### config.mk
export PLATFORM = sky130hd
export DESIGN_NAME = sensor_scheduler_flat
export DESIGN_NICKNAME = d
export VERILOG_FILES = /design/src/rtl/sensor_sched_pkg.sv /design/src/rtl/sensor_scheduler_if.sv /design/src/rtl/sched_period_cnt.sv /design/src/rtl/sensor_scheduler.sv /design/src/flat_wrapper.sv
export SDC_FILE = /design/constraint.sdc
export NUM_CORES = 1
export LEC_CHECK = 0
export BUFFER_PORTS_ARGS = -buffer_cell sky130_fd_sc_hd__buf_2
export CAP_MARGIN = 15
export CORE_UTILIZATION = 45
export CTS_CLUSTER_DIAMETER = 60
export DETAILED_ROUTE_END_ITERATION = 10
export HOLD_SLACK_MARGIN = 0.02
export MAX_ROUTING_LAYER = met4
export PLACE_DENSITY = 0.68
export SLEW_MARGIN = 15
export SYNTH_ARGS = -nofsm -noshare
export SYNTH_HDL_FRONTEND = slang
export SYNTH_SLANG_ARGS = --single-unit
### constraint.sdc
create_clock -name iClk -period 2.2 [get_ports iClk]
set_input_delay 0.11 -clock iClk [delete_from_list [all_inputs] [get_ports iClk]]
set_output_delay 0.11 -clock iClk [all_outputs]
set_load 0.005 [all_outputs]
### src/rtl/sensor_sched_pkg.sv
// -----------------------------------------------------------------------------
// sensor_sched_pkg
// Shared definitions for the sensor measurement scheduler:
//   - FSM state encoding (2-bit) and the enum built on it
//   - sensor IDs (ultra = 0, DHT = 1)
//   - width of the optional fault statistics counters
//   - small integer helper used for counter sizing
// Optional feature macro (consumed by users of this package): SENSOR_SCHED_STATS_EN
// -----------------------------------------------------------------------------
package sensor_sched_pkg;

  localparam logic [1:0] IDLE  = 2'd0;
  localparam logic [1:0] GRANT = 2'd1;
  localparam logic [1:0] WAIT  = 2'd2;
  localparam logic [1:0] GAP   = 2'd3;

  typedef enum logic [1:0] {
    S_IDLE  = IDLE,
    S_GRANT = GRANT,
    S_WAIT  = WAIT,
    S_GAP   = GAP
  } sched_state_t;

  localparam logic SENS_ULTRA = 1'b0;
  localparam logic SENS_DHT   = 1'b1;

  localparam int STATS_W = 8;

  function automatic int max_int(input int a, input int b);
    return (a > b) ? a : b;
  endfunction

endpackage

### src/rtl/sensor_scheduler_if.sv
// -----------------------------------------------------------------------------
// sensor_scheduler_if
// Bundles the front-end and sensor-controller signals of sensor_scheduler.
//   master : the scheduler side (takes ticks/requests/dones, drives starts/status)
//   slave  : the environment side (front end + sensor controllers)
// Signals:
//   imSec, iEnable, iReq_Ultra, iReq_Dht, iDone_Ultra, iDone_Dht  (to scheduler)
//   oStart_Ultra, oStart_Dht, oBusy, oActive, oFault[1:0]          (from scheduler)
//   oFaultCnt_Ultra, oFaultCnt_Dht  only when SENSOR_SCHED_STATS_EN is defined
// -----------------------------------------------------------------------------
interface sensor_scheduler_if;
  import sensor_sched_pkg::*;

  logic       imSec;
  logic       iEnable;
  logic       iReq_Ultra;
  logic       iReq_Dht;
  logic       iDone_Ultra;
  logic       iDone_Dht;
  logic       oStart_Ultra;
  logic       oStart_Dht;
  logic       oBusy;
  logic       oActive;
  logic [1:0] oFault;
`ifdef SENSOR_SCHED_STATS_EN
  logic [STATS_W-1:0] oFaultCnt_Ultra;
  logic [STATS_W-1:0] oFaultCnt_Dht;
`endif

  modport master (
    input  imSec, iEnable, iReq_Ultra, iReq_Dht, iDone_Ultra, iDone_Dht,
    output oStart_Ultra, oStart_Dht, oBusy, oActive, oFault
`ifdef SENSOR_SCHED_STATS_EN
    , oFaultCnt_Ultra, oFaultCnt_Dht
`endif
  );

  modport slave (
    output imSec, iEnable, iReq_Ultra, iReq_Dht, iDone_Ultra, iDone_Dht,
    input  oStart_Ultra, oStart_Dht, oBusy, oActive, oFault
`ifdef SENSOR_SCHED_STATS_EN
    , oFaultCnt_Ultra, oFaultCnt_Dht
`endif
  );

endinterface

### src/rtl/sched_period_cnt.sv
// -----------------------------------------------------------------------------
// sched_period_cnt
// Millisecond interval counter. Advances on i_tick while i_en is high, holds
// otherwise. o_expire is a one-cycle pulse in the tick cycle that completes a
// full PERIOD_MS interval; the count wraps to 0 in that same cycle.
// Ports:
//   iClk, iRst_n : clock, asynchronous active-low reset
//   i_en         : count enable
//   i_tick       : 1 ms tick
//   o_expire     : interval expiry pulse (combinational from the count)
// -----------------------------------------------------------------------------
module sched_period_cnt
  import sensor_sched_pkg::*;
#(
  parameter int PERIOD_MS = 100
) (
  input  logic iClk,
  input  logic iRst_n,
  input  logic i_en,
  input  logic i_tick,
  output logic o_expire
);

  localparam int CW = $clog2(PERIOD_MS + 1);
  localparam logic [CW-1:0] LAST = CW'(PERIOD_MS - 1);

  logic [CW-1:0] r_cnt;
  logic          w_step;

  assign w_step   = i_en & i_tick;
  assign o_expire = w_step & (r_cnt == LAST);

  always_ff @(posedge iClk or negedge iRst_n) begin
    if (!iRst_n) begin
      r_cnt <= '0;
    end else if (w_step) begin
      r_cnt <= (r_cnt == LAST) ? '0 : r_cnt + CW'(1);
    end
  end

endmodule

### src/rtl/sensor_scheduler.sv
// -----------------------------------------------------------------------------
// sensor_scheduler
// Time-shares one measurement slot between the SR04 controller (sensor 0) and
// the DHT11 controller (sensor 1). Periodic and manual requests are latched as
// pending bits, arbitrated round-robin, issued as one-cycle start pulses,
// supervised with a ms timeout and separated by a guard gap.
// Ports:
//   iClk, iRst_n : clock, asynchronous active-low reset
//   bus (master) : imSec, iEnable, iReq_*, iDone_*  ->  oStart_*, oBusy,
//                  oActive, oFault[1:0] (sticky per-sensor timeout flags)
// Optional feature macro SENSOR_SCHED_STATS_EN: adds saturating 8-bit timeout
// counters oFaultCnt_Ultra / oFaultCnt_Dht, cleared only by reset.
// -----------------------------------------------------------------------------
module sensor_scheduler
  import sensor_sched_pkg::*;
#(
  parameter int ULTRA_PERIOD_MS  = 100,
  parameter int DHT_PERIOD_MS    = 2000,
  parameter int ULTRA_TIMEOUT_MS = 30,
  parameter int DHT_TIMEOUT_MS   = 50,
  parameter int GAP_MS           = 2
) (
  input  logic               iClk,
  input  logic               iRst_n,
  sensor_scheduler_if.master bus
);

  localparam int TW = $clog2(max_int(ULTRA_TIMEOUT_MS, DHT_TIMEOUT_MS) + 1);
  localparam logic [TW-1:0] ULTRA_LAST = TW'(ULTRA_TIMEOUT_MS - 1);
  localparam logic [TW-1:0] DHT_LAST   = TW'(DHT_TIMEOUT_MS - 1);
  // A zero gap still needs a 1-bit counter to keep the declarations legal.
  localparam int GW = (GAP_MS > 0) ? $clog2(GAP_MS + 1) : 1;
  localparam logic [GW-1:0] GAP_LAST = (GAP_MS > 0) ? GW'(GAP_MS - 1) : '0;

  sched_state_t  r_state, w_state_next;
  logic [1:0]    r_pend, w_pend_next;
  logic          r_rr, w_rr_next;
  logic          r_active, w_active_next;
  logic [1:0]    r_fault, w_fault_next;
  logic [TW-1:0] r_tcnt, w_tcnt_next;
  logic [GW-1:0] r_gcnt, w_gcnt_next;

  logic [1:0]    w_expire;
  logic [1:0]    w_set;
  logic          w_done;
  logic [TW-1:0] w_tlast;
  logic          w_timeout;
  logic          w_grant;

  // One interval counter per sensor; index matches the sensor ID.
  generate
    for (genvar gi = 0; gi < 2; gi++) begin : g_period
      localparam int P = (gi == 0) ? ULTRA_PERIOD_MS : DHT_PERIOD_MS;
      sched_period_cnt #(.PERIOD_MS(P)) u_period (
        .iClk     (iClk),
        .iRst_n   (iRst_n),
        .i_en     (bus.iEnable),
        .i_tick   (bus.imSec),
        .o_expire (w_expire[gi])
      );
    end
  endgenerate

  // Manual and periodic requests for the same sensor merge into one bit.
  assign w_set   = w_expire | {bus.iReq_Dht, bus.iReq_Ultra};
  // Only the sensor in service can complete; a done from the other is ignored.
  assign w_done  = (r_active == SENS_DHT) ? bus.iDone_Dht : bus.iDone_Ultra;
  assign w_tlast = (r_active == SENS_DHT) ? DHT_LAST : ULTRA_LAST;

  always_ff @(posedge iClk or negedge iRst_n) begin
    if (!iRst_n) begin
      r_state  <= S_IDLE;
      r_pend   <= '0;
      r_rr     <= 1'b0;
      r_active <= 1'b0;
      r_fault  <= '0;
      r_tcnt   <= '0;
      r_gcnt   <= '0;
    end else begin
      r_state  <= w_state_next;
      r_pend   <= w_pend_next;
      r_rr     <= w_rr_next;
      r_active <= w_active_next;
      r_fault  <= w_fault_next;
      r_tcnt   <= w_tcnt_next;
      r_gcnt   <= w_gcnt_next;
    end
  end

  always_comb begin
    w_state_next  = r_state;
    w_pend_next   = r_pend;
    w_rr_next     = r_rr;
    w_active_next = r_active;
    w_fault_next  = r_fault;
    w_tcnt_next   = r_tcnt;
    w_gcnt_next   = r_gcnt;
    w_timeout     = 1'b0;
    w_grant       = 1'b0;

    case (r_state)
      S_IDLE: begin
        if (|r_pend) begin
          if (&r_pend) begin
            w_grant   = r_rr;
            w_rr_next = ~r_rr;
          end else begin
            w_grant = r_pend[SENS_DHT];
          end
          w_active_next          = w_grant;
          w_pend_next[w_grant]   = 1'b0;
          w_state_next           = S_GRANT;
        end
      end
      S_GRANT: begin
        w_tcnt_next  = '0;
        w_state_next = S_WAIT;
      end
      S_WAIT: begin
        // Done is checked first so a coincident timeout tick loses.
        if (w_done) begin
          w_fault_next[r_active] = 1'b0;
          w_gcnt_next            = '0;
          w_state_next           = S_GAP;
        end else if (bus.imSec) begin
          if (r_tcnt == w_tlast) begin
            w_timeout    = 1'b1;
            w_gcnt_next  = '0;
            w_state_next = S_GAP;
          end else begin
            w_tcnt_next = r_tcnt + TW'(1);
          end
        end
      end
      S_GAP: begin
        if (GAP_MS == 0) begin
          w_state_next = S_IDLE;
        end else if (bus.imSec) begin
          if (r_gcnt == GAP_LAST) begin
            w_state_next = S_IDLE;
          end else begin
            w_gcnt_next = r_gcnt + GW'(1);
          end
        end
      end
      default: w_state_next = S_IDLE;
    endcase

    if (w_timeout) begin
      w_fault_next[r_active] = 1'b1;
    end
    // New requests win over the grant clear, so a request arriving for the
    // sensor being granted is kept and served after the gap.
    w_pend_next = w_pend_next | w_set;
  end

  assign bus.oStart_Ultra = (r_state == S_GRANT) && (r_active == SENS_ULTRA);
  assign bus.oStart_Dht   = (r_state == S_GRANT) && (r_active == SENS_DHT);
  assign bus.oBusy        = (r_state != S_IDLE);
  assign bus.oActive      = r_active;
  assign bus.oFault       = r_fault;

`ifdef SENSOR_SCHED_STATS_EN
  logic [STATS_W-1:0] r_fcnt_ultra;
  logic [STATS_W-1:0] r_fcnt_dht;

  always_ff @(posedge iClk or negedge iRst_n) begin
    if (!iRst_n) begin
      r_fcnt_ultra <= '0;
      r_fcnt_dht   <= '0;
    end else if (w_timeout) begin
      if (r_active == SENS_ULTRA && r_fcnt_ultra != '1) begin
        r_fcnt_ultra <= r_fcnt_ultra + STATS_W'(1);
      end
      if (r_active == SENS_DHT && r_fcnt_dht != '1) begin
        r_fcnt_dht <= r_fcnt_dht + STATS_W'(1);
      end
    end
  end

  assign bus.oFaultCnt_Ultra = r_fcnt_ultra;
  assign bus.oFaultCnt_Dht   = r_fcnt_dht;
`endif

endmodule

### src/flat_wrapper.sv
// flat-port wrapper written by rule: the top's interface ports become plain ports
module sensor_scheduler_flat import sensor_sched_pkg::*;
#(
  parameter int ULTRA_PERIOD_MS  = 100,
  parameter int DHT_PERIOD_MS    = 2000,
  parameter int ULTRA_TIMEOUT_MS = 30,
  parameter int DHT_TIMEOUT_MS   = 50,
  parameter int GAP_MS           = 2
)
  (iClk, iRst_n, bus_imSec, bus_iEnable, bus_iReq_Ultra, bus_iReq_Dht, bus_iDone_Ultra, bus_iDone_Dht, bus_oStart_Ultra, bus_oStart_Dht, bus_oBusy, bus_oActive, bus_oFault);
  sensor_scheduler_if bus_i ();
  input  logic iClk;
  input  logic iRst_n;
  input wire logic [$bits(bus_i.imSec)-1:0] bus_imSec;
  input wire logic [$bits(bus_i.iEnable)-1:0] bus_iEnable;
  input wire logic [$bits(bus_i.iReq_Ultra)-1:0] bus_iReq_Ultra;
  input wire logic [$bits(bus_i.iReq_Dht)-1:0] bus_iReq_Dht;
  input wire logic [$bits(bus_i.iDone_Ultra)-1:0] bus_iDone_Ultra;
  input wire logic [$bits(bus_i.iDone_Dht)-1:0] bus_iDone_Dht;
  output wire logic [$bits(bus_i.oStart_Ultra)-1:0] bus_oStart_Ultra;
  output wire logic [$bits(bus_i.oStart_Dht)-1:0] bus_oStart_Dht;
  output wire logic [$bits(bus_i.oBusy)-1:0] bus_oBusy;
  output wire logic [$bits(bus_i.oActive)-1:0] bus_oActive;
  output wire logic [$bits(bus_i.oFault)-1:0] bus_oFault;
  assign bus_i.imSec = bus_imSec;
  assign bus_i.iEnable = bus_iEnable;
  assign bus_i.iReq_Ultra = bus_iReq_Ultra;
  assign bus_i.iReq_Dht = bus_iReq_Dht;
  assign bus_i.iDone_Ultra = bus_iDone_Ultra;
  assign bus_i.iDone_Dht = bus_iDone_Dht;
  assign bus_oStart_Ultra = bus_i.oStart_Ultra;
  assign bus_oStart_Dht = bus_i.oStart_Dht;
  assign bus_oBusy = bus_i.oBusy;
  assign bus_oActive = bus_i.oActive;
  assign bus_oFault = bus_i.oFault;
  sensor_scheduler #(.ULTRA_PERIOD_MS(ULTRA_PERIOD_MS), .DHT_PERIOD_MS(DHT_PERIOD_MS), .ULTRA_TIMEOUT_MS(ULTRA_TIMEOUT_MS), .DHT_TIMEOUT_MS(DHT_TIMEOUT_MS), .GAP_MS(GAP_MS)) u_core (.iClk(iClk), .iRst_n(iRst_n), .bus(bus_i));
endmodule
==> flow_summary_export.csv, run 1 <==
group,metric,value,unit
synthesis,synth_edf_count,0,
clock_network,cts_tree,"yes",
power,switching_share,36.4,%
run,maxCapViolCount,0,
place,place_area,1910,µm²
detailed_routing,antenna_left,0,
timing,drv_slew,0,
global_route,grtUsageTotal,19.0,%
synthesis,synth_ff_type,"dfrtp_1",
clock_network,htree_levels,2,
power,power.density,1030,nW/µm²
run_status,outcome,"finished, final reports clean",
setup_path,cp_max_fo,10,
timing,skew,0.0112,ns
place,place.port_buffers,13,
synthesis,synth_area_per_cell,9.47,µm²
global_route,grt_pass1_vias,1290,
clock_network,cts-buffers-inserted,5,
power,p_int,1.31,mW
min_path,hp-class,"in2reg",
synthesis,synth.net_count,207,
synthesis,syn_area,1790,µm²
global_route,grt.overflow.total,0,
setup_path,cp.required,2.42,ns
power,switching_power,0.751,mW
die,pin_count,14,
detailed_routing,wirelength,3330,µm
clock_network,cts_num_sinks,34,
die,row_count,22,
timing,hold_violations,0,
die,coreArea,3740,µm²
synthesis,synthDistinctLibCells,34,
timing,relSlewSlack,49.7,%
detailed_routing,drcViolationCount,0,
timing,fin_setup_tns,0,ns
timing,rsz0062_at_grt,"no",
timing,worst_pin_slew,0.755,ns
timing,setup_viol,0,
timing,fmax,513,MHz
finish,layout-drive-gt1-share,11.0,%
power,power_leakage,0.882,nW
place,hpwl,2440,µm
global_route,grt_pass1_wl,5890,µm
detailed_routing,vias,1393,
global_route,grt_max_degree,35,
setup_path,end_kind,"register",
clock_network,clock_latency,0.29,ns
clock_network,path_clk_slew,0.07,ns
setup_path,startpoint_type,"register",
detailed_routing,drtIter0Drc,101,
finish,fillers,353,
die,die_area,4230,µm²
finish,fin_nets,227,
setup_path,cp.arrival,2.17,ns
detailed_routing,routedWlPerCell,13.0,µm
synthesis,synth_warnings,0,
clock_network,clockBufferDepth,2,
setup_path,rrSetupSlack,0.25,ns
synthesis,ys_ff_latch,34,
detailed_routing,viasPerCell,5.42,
power,seqPwrFrac,48.1,%
power,power.clock.fraction,21.0,%
clock_network,cts-root-buf,"clkbuf_8",
finish,final_area,2000,µm²
setup_path,path_class,"reg2reg",
global_route,antenna_found_initial,0,
synthesis,syn-instance-count,189,
detailed_routing,dr.pass1.iters,4,
finish,syn2layout_area_growth,11.9,%
timing,post-route-period-util,88.6,%
die,start_util,47.8,%
power,p_comb_share,30.9,%
synthesis,async_reset_ff_share,100,%
die,fp.dieW,65.1,µm
power,peakVddDrop,470,µV
clock_network,cts_resized,0,
finish,multi_input_area,877,µm²
finish,diodes,0,
finish,seqCellArea,851,µm²
die,dieHeight,65.1,µm
place,gp_congestion,0.844,
timing,fin_crit,1.95,ns
synthesis,seq_area_frac_synth,47.5,%
[cell usage after synthesis, drive strengths merged, types with 3 or more instances]
cell / instances / area [µm²]
inv: 10 / 37.5
a21oi: 12 / 60.1
nor2: 11 / 41.3
ha: 10 / 125
o21ai: 18 / 90.1
nand3: 19 / 95.1
xnor2: 10 / 87.6
nand4: 4 / 25.0
nand2: 20 / 77.6
or3: 4 / 25.0
o211ai: 3 / 22.5
buf: 3 / 21.3
and2: 3 / 18.8
nor3: 4 / 20.0
dfrtp: 34 / 851
[critical path, cell delays in order, from the launching register on]
cell,delay (ns)
dfrtp_1,0.52
mux2i_1,0.25
nand2_2,0.12
or3b_1,0.47
or3_1,0.37
a21oi_1,0.14
[cells in the final DEF (no fill, tap or decap), types with 3 or more instances in the layout]
cell type	synthesis	final
nand2_1	19	19
ha_1	10	10
nor2_1	11	11
a21oi_1	12	12
inv_1	10	10
nand4_1	4	4
or3_1	4	4
o21ai_0	18	18
nand3_1	19	19
nor3_1	4	4
o211ai_1	3	3
and2_1	3	3
buf_2	2	13
xnor2_1	10	10
clkbuf_8	0	5
dfrtp_1	34	34
[cells by family (layout without fill, tap and decap cells)]
| kind of cell | Yosys count | count (layout) | synth area share (%) |
|---|---|---|---|
| simple gates | 79 | 79 | 23.1 |
| fa+ha+maj | 10 | 10 | 6.99 |
| mux | 3 | 3 | 1.75 |
| buf+inv | 14 | 34 | 3.49 |
| compound gates | 39 | 39 | 12.3 |
| xor+xnor | 10 | 10 | 4.89 |
| flops | 34 | 34 | 47.5 |
[metal layers]
layer | routed length, µm | global-route usage (%) | vias up | part of all wire (%)
li1 | - | - | 704 | -
met1 | 1550 | 22.8 | 657 | 47
met4 | 53 | 7.34 | 0 | 1.6
met5 | 0 | - | - | 0
met3 | 129 | 5.46 | 7 | 3.9
met2 | 1600 | 30.1 | 25 | 48
[path summary, 6_finish.rpt]
kind                                                                    from                                                end  depth (start not counted)
max                                           u_core.bus.oActive$_DFFE_PN0P_                       u_core.r_tcnt[5]$_DFFE_PN0P_                          5
min                                                            bus_iDone_Dht                                           register                          2
max reg2reg                                   u_core.bus.oActive$_DFFE_PN0P_                       u_core.r_tcnt[5]$_DFFE_PN0P_                          5
min reg2reg                u_core.g_period[1].u_period.r_cnt[10]$_DFFE_PN0P_  u_core.g_period[1].u_period.r_cnt[10]$_DFFE_PN0P_                          1
max in group asynchronous                                             iRst_n   u_core.g_period[1].u_period.r_cnt[7]$_DFFE_PN0P_                          2
min in group asynchronous                                             iRst_n                       u_core.r_tcnt[5]$_DFFE_PN0P_                          2
[sequential cells by signal, summed over array words and instances, names as in the netlist, named ones only]
register	cells
u_core.g_period.u_period.r_cnt	18
u_core.r_state	2
u_core.r_gcnt	2
u_core.r_tcnt	6
u_core.r_pend	2
u_core.bus.oActive	1
u_core.r_rr	1
[metrics by stage]
step / power, mW / hold WS (ns) / util (%) / worst slack, ns / std cells
2_1_floorplan: 1.46 / -0.186 / - / 0.301 / 189
3_3_place_gp: 1.60 / 0.214 / 50.9 / 0.323 / 248
3_5_place_dp: 1.64 / 0.233 / 50.9 / 0.264 / 248
4_1_cts: 2.08 / 0.0207 / 53.5 / 0.251 / 257
5_1_grt: 2.23 / 0.0260 / 53.5 / 0.0629 / 257
6_report: 2.06 / 0.0228 / 53.5 / 0.250 / 257
[power groups by stage]
stage	registers [mW]	logic, mW	clock network, mW
6_report	0.991	0.636	0.433
2_1_floorplan	0.944	0.516	0
3_5_place_dp	1.00	0.639	0
3_3_place_gp	0.983	0.617	0
4_1_cts	0.992	0.645	0.446
5_1_grt	1.02	0.738	0.474
[area by class of cell]
type / instances / share of cell area (%)
sequential: 34 / 42.4
tap: 48 / 3.00
inverter: 10 / 1.87
clock inverter: 2 / 0.499
multi-input combinational: 141 / 43.8
clock buffer: 5 / 3.43
timing repair buffer: 17 / 4.99
[what timing repair did]
item	in CTS	in global routing
endpoints found under the hold margin	35	0
setup buffers	0	0
hold buffers	2	0
setup endpoints to repair	0	0
Note: power is estimated with default switching activity, not from simulation.
==> run 2, diff against run 1 <==
Settings changed: ABC_AREA set to 1, PLACE_DENSITY 0.68 to 0.67.
==> run 2 against run 1 <==
  * Sequential cell count did not move
  * First-iteration DRC count increased by 9.9%
  * Register-to-register slack better by 0.36 ns
  * Wire length rose by 23%
  * Global-route usage increased by 1.2 points
  * Clock skew hardly changed
  * Clock power is 39% higher
  * Via count increased by 25%
  * Critical endpoint is now u_core.g_period[1].u_period.r_cnt[3]$_DFFE_PN0P_
  * Highest routed layer unchanged
==> flow_summary_export.csv, run 2 <==
group,metric,value,unit
finish,layoutNonFillerInstCount,340,
setup_path,end_kind,"register",
clock_network,cts-buffers-inserted,5,
setup_path,rr_worst_depth,6,
power,power,2.61,mW
clock_network,path_clk_slew,0.07,ns
setup_path,startpoint_type,"register",
finish,regMostFlops,"u_core.g_period.u_period.r_cnt",
detailed_routing,drcViolationCount,0,
detailed_routing,wirelength,4090,µm
detailed_routing,drtIter0Drc,111,
setup_path,cp.arrival,1.75,ns
detailed_routing,antenna_left,0,
die,die_area,4800,µm²
synthesis,ys_ff_latch,34,
timing,worst_pin_slew,0.750,ns
timing,hold_violations,0,
run,maxCapViolCount,0,
synthesis,syn-instance-count,269,
synthesis,synth.net_count,287,
setup_path,critPathLaunch,"u_core.g_period[1].u_period.r_cnt[0]$_DFFE_PN0P_",
setup_path,cp_max_fo,10,
place,placedCellCount,331,
setup_path,path_class,"reg2reg",
detailed_routing,vias,1736,
die,dieHeight,69.3,µm
finish,top_regs,"u_core.g_period.u_period.r_cnt x18, u_core.r_tcnt x6",
detailed_routing,dr.pass1.iters,5,
setup_path,r2r-end,"u_core.g_period[1].u_period.r_cnt[3]$_DFFE_PN0P_",
die,coreArea,4350,µm²
finish,layout_commonest_cell,"nand2_1",
finish,multi_input_area,1020,µm²
clock_network,cts_tree,"yes",
timing,drv_slew,0,
timing,post-route-period-util,72.1,%
clock_network,clock_latency,0.30,ns
finish,seqCellArea,851,µm²
synthesis,synth_most_common_cell,"nand2_1",
clock_network,htree_levels,2,
global_route,grt_max_degree,35,
global_route,grt.overflow.total,0,
synthesis,seq_area_frac_synth,41.8,%
setup_path,rrSetupSlack,0.61,ns
min_path,hp-class,"in2reg",
clock_network,cts-root-buf,"clkbuf_8",
detailed_routing,viasPerCell,5.11,
global_route,grtUsageTotal,20.1,%
synthesis,yosys.area.top_type,"dfrtp_1",
place,place.port_buffers,13,
synthesis,synth_top_area_share,41.8,%
die,pin_count,14,
setup_path,cp.required,2.36,ns
die,row_count,24,
timing,relSlewSlack,50.0,%
timing,rsz0062_at_grt,"no",
synthesis,synth_common_cells,"63 x nand2_1, 39 x inv_1, 34 x dfrtp_1",
finish,syn2layout_area_growth,12.3,%
power,peakVddDrop,758,µV
timing,fin_crit,1.59,ns
clock_network,cts_resized,0,
die,start_util,46.8,%
setup_path,worstReg2RegStart,"u_core.g_period[1].u_period.r_cnt[0]$_DFFE_PN0P_",
place,hpwl,2930,µm
global_route,grt_pass1_wl,7410,µm
finish,fillers,417,
synthesis,synth_edf_count,0,
finish,largest_reg_flops,18,
synthesis,syn_area,2040,µm²
place,gp_congestion,0.832,
finish,final_cell_mix,"63 x nand2_1, 39 x inv_1, 34 x dfrtp_1",
finish,final_util,52.5,%
power,power.density,1140,nW/µm²
power,power_leakage,1.17,nW
finish,final_area,2290,µm²
clock_network,cts_num_sinks,34,
finish,fin_nets,306,
synthesis,synth_warnings,0,
detailed_routing,routedWlPerCell,12.0,µm
synthesis,synth_area_per_cell,7.57,µm²
clock_network,clockBufferDepth,2,
finish,diodes,0,
synthesis,synthDistinctLibCells,28,
die,fp.dieW,69.3,µm
timing,setup_viol,0,
timing,fin_setup_tns,0,ns
run_status,outcome,"finished, final reports clean",
finish,layout-drive-gt1-share,11.1,%
timing,fmax,631,MHz
global_route,antenna_found_initial,0,
synthesis,synthTopCellsByArea,"dfrtp_1 42%, nand2_1 12%, inv_1 7.2%",
timing,skew,0.0109,ns
global_route,grt_pass1_vias,1620,
synthesis,synth_ff_type,"dfrtp_1",
place,place_area,2150,µm²
synthesis,async_reset_ff_share,100,%
setup_path,crit_path_end,"u_core.g_period[1].u_period.r_cnt[3]$_DFFE_PN0P_",
[run 2: cell types whose count changed after synthesis, sizes merged, moves of 3 or more]
cell,change
nand4,+12
or3,-4
a21oi,-5
xor2,+6
and2,-3
nand2,+47
nand3,+11
xnor2,-9
nor2,+17
inv,+30
[run 2: final cells by class]
type                    instances  area share, %
well taps                      52           2.84
repair buffers                 16           4.05
flip-flops and latches         34           37.2
clock buffers                   6           3.61
clock inverters                 1           1.31
inverters                      40           6.56
multi-input cells             191           44.4
[run 2: repair_timing]
action	in CTS	in global routing
setup buffers	0	0
hold buffers	2	0
endpoints found under the hold margin	35	0
[run 2: worst max-delay path: stages, from the launching register on]
cell	delay [ns]
dfrtp_1	0.42
ha_1	0.26
inv_1	0.10
nor2_2	0.20
nand3_2	0.24
nand4_1	0.14
o21ai_0	0.09
[run 2: worst min-delay path by stage]
stage                       startpoint                      endpoint  slack [ns]  depth (start not counted)
after floorplan                 iRst_n                     async pin       -0.19                          0
after global placement          iRst_n  u_core.r_gcnt[0]$_DFFE_PN0P_        0.24                          1
after detailed placement        iRst_n  u_core.r_gcnt[0]$_DFFE_PN0P_        0.24                          1
after CTS                 bus_iReq_Dht    u_core.r_pend[1]$_DFF_PN0_        0.03                          3
final                     bus_iReq_Dht    u_core.r_pend[1]$_DFF_PN0_        0.04                          3
after global routing      bus_iReq_Dht    u_core.r_pend[1]$_DFF_PN0_        0.03                          3
[run 2: stage by stage]
stage | worst slack [ns] | hold WS, ns
CTS | 0.619 | 0.0251
floorplan | 0.866 | -0.186
global placement | 0.648 | 0.239
global route | 0.415 | 0.0280
detailed placement | 0.607 | 0.237
finish | 0.615 | 0.0389
[run 2: where the power goes]
group / switching [mW] / leakage [nW] / internal, mW
sequential: 0.222 / 0.427 / 0.837
combinational: 0.586 / 0.684 / 0.366
clock: 0.237 / 0.0573 / 0.363
total: 1.04 / 1.17 / 1.57
[run 2: routing by layer]
metal  track usage [%]  part of all wire, %  vias to the layer above
met4              8.84                  1.5                        0
met1              24.8                   49                      791
li1                  -                    -                      912
met2              30.9                   46                       26
met3              5.81                  3.5                        7
met5                 -                    0                        -
[run 2: cells by family (layout without fill, tap and decap cells)]
kind of cell	after synthesis	count (layout)	synth area share (%)
and+or+nand+nor	145	145	33.0
buffers and inverters	44	63	8.35
DFF	34	34	41.8
AOI/OAI and AO/OA	29	29	7.68
adders and majority gates	10	10	6.14
xor gates and xnor gates	7	7	3.01
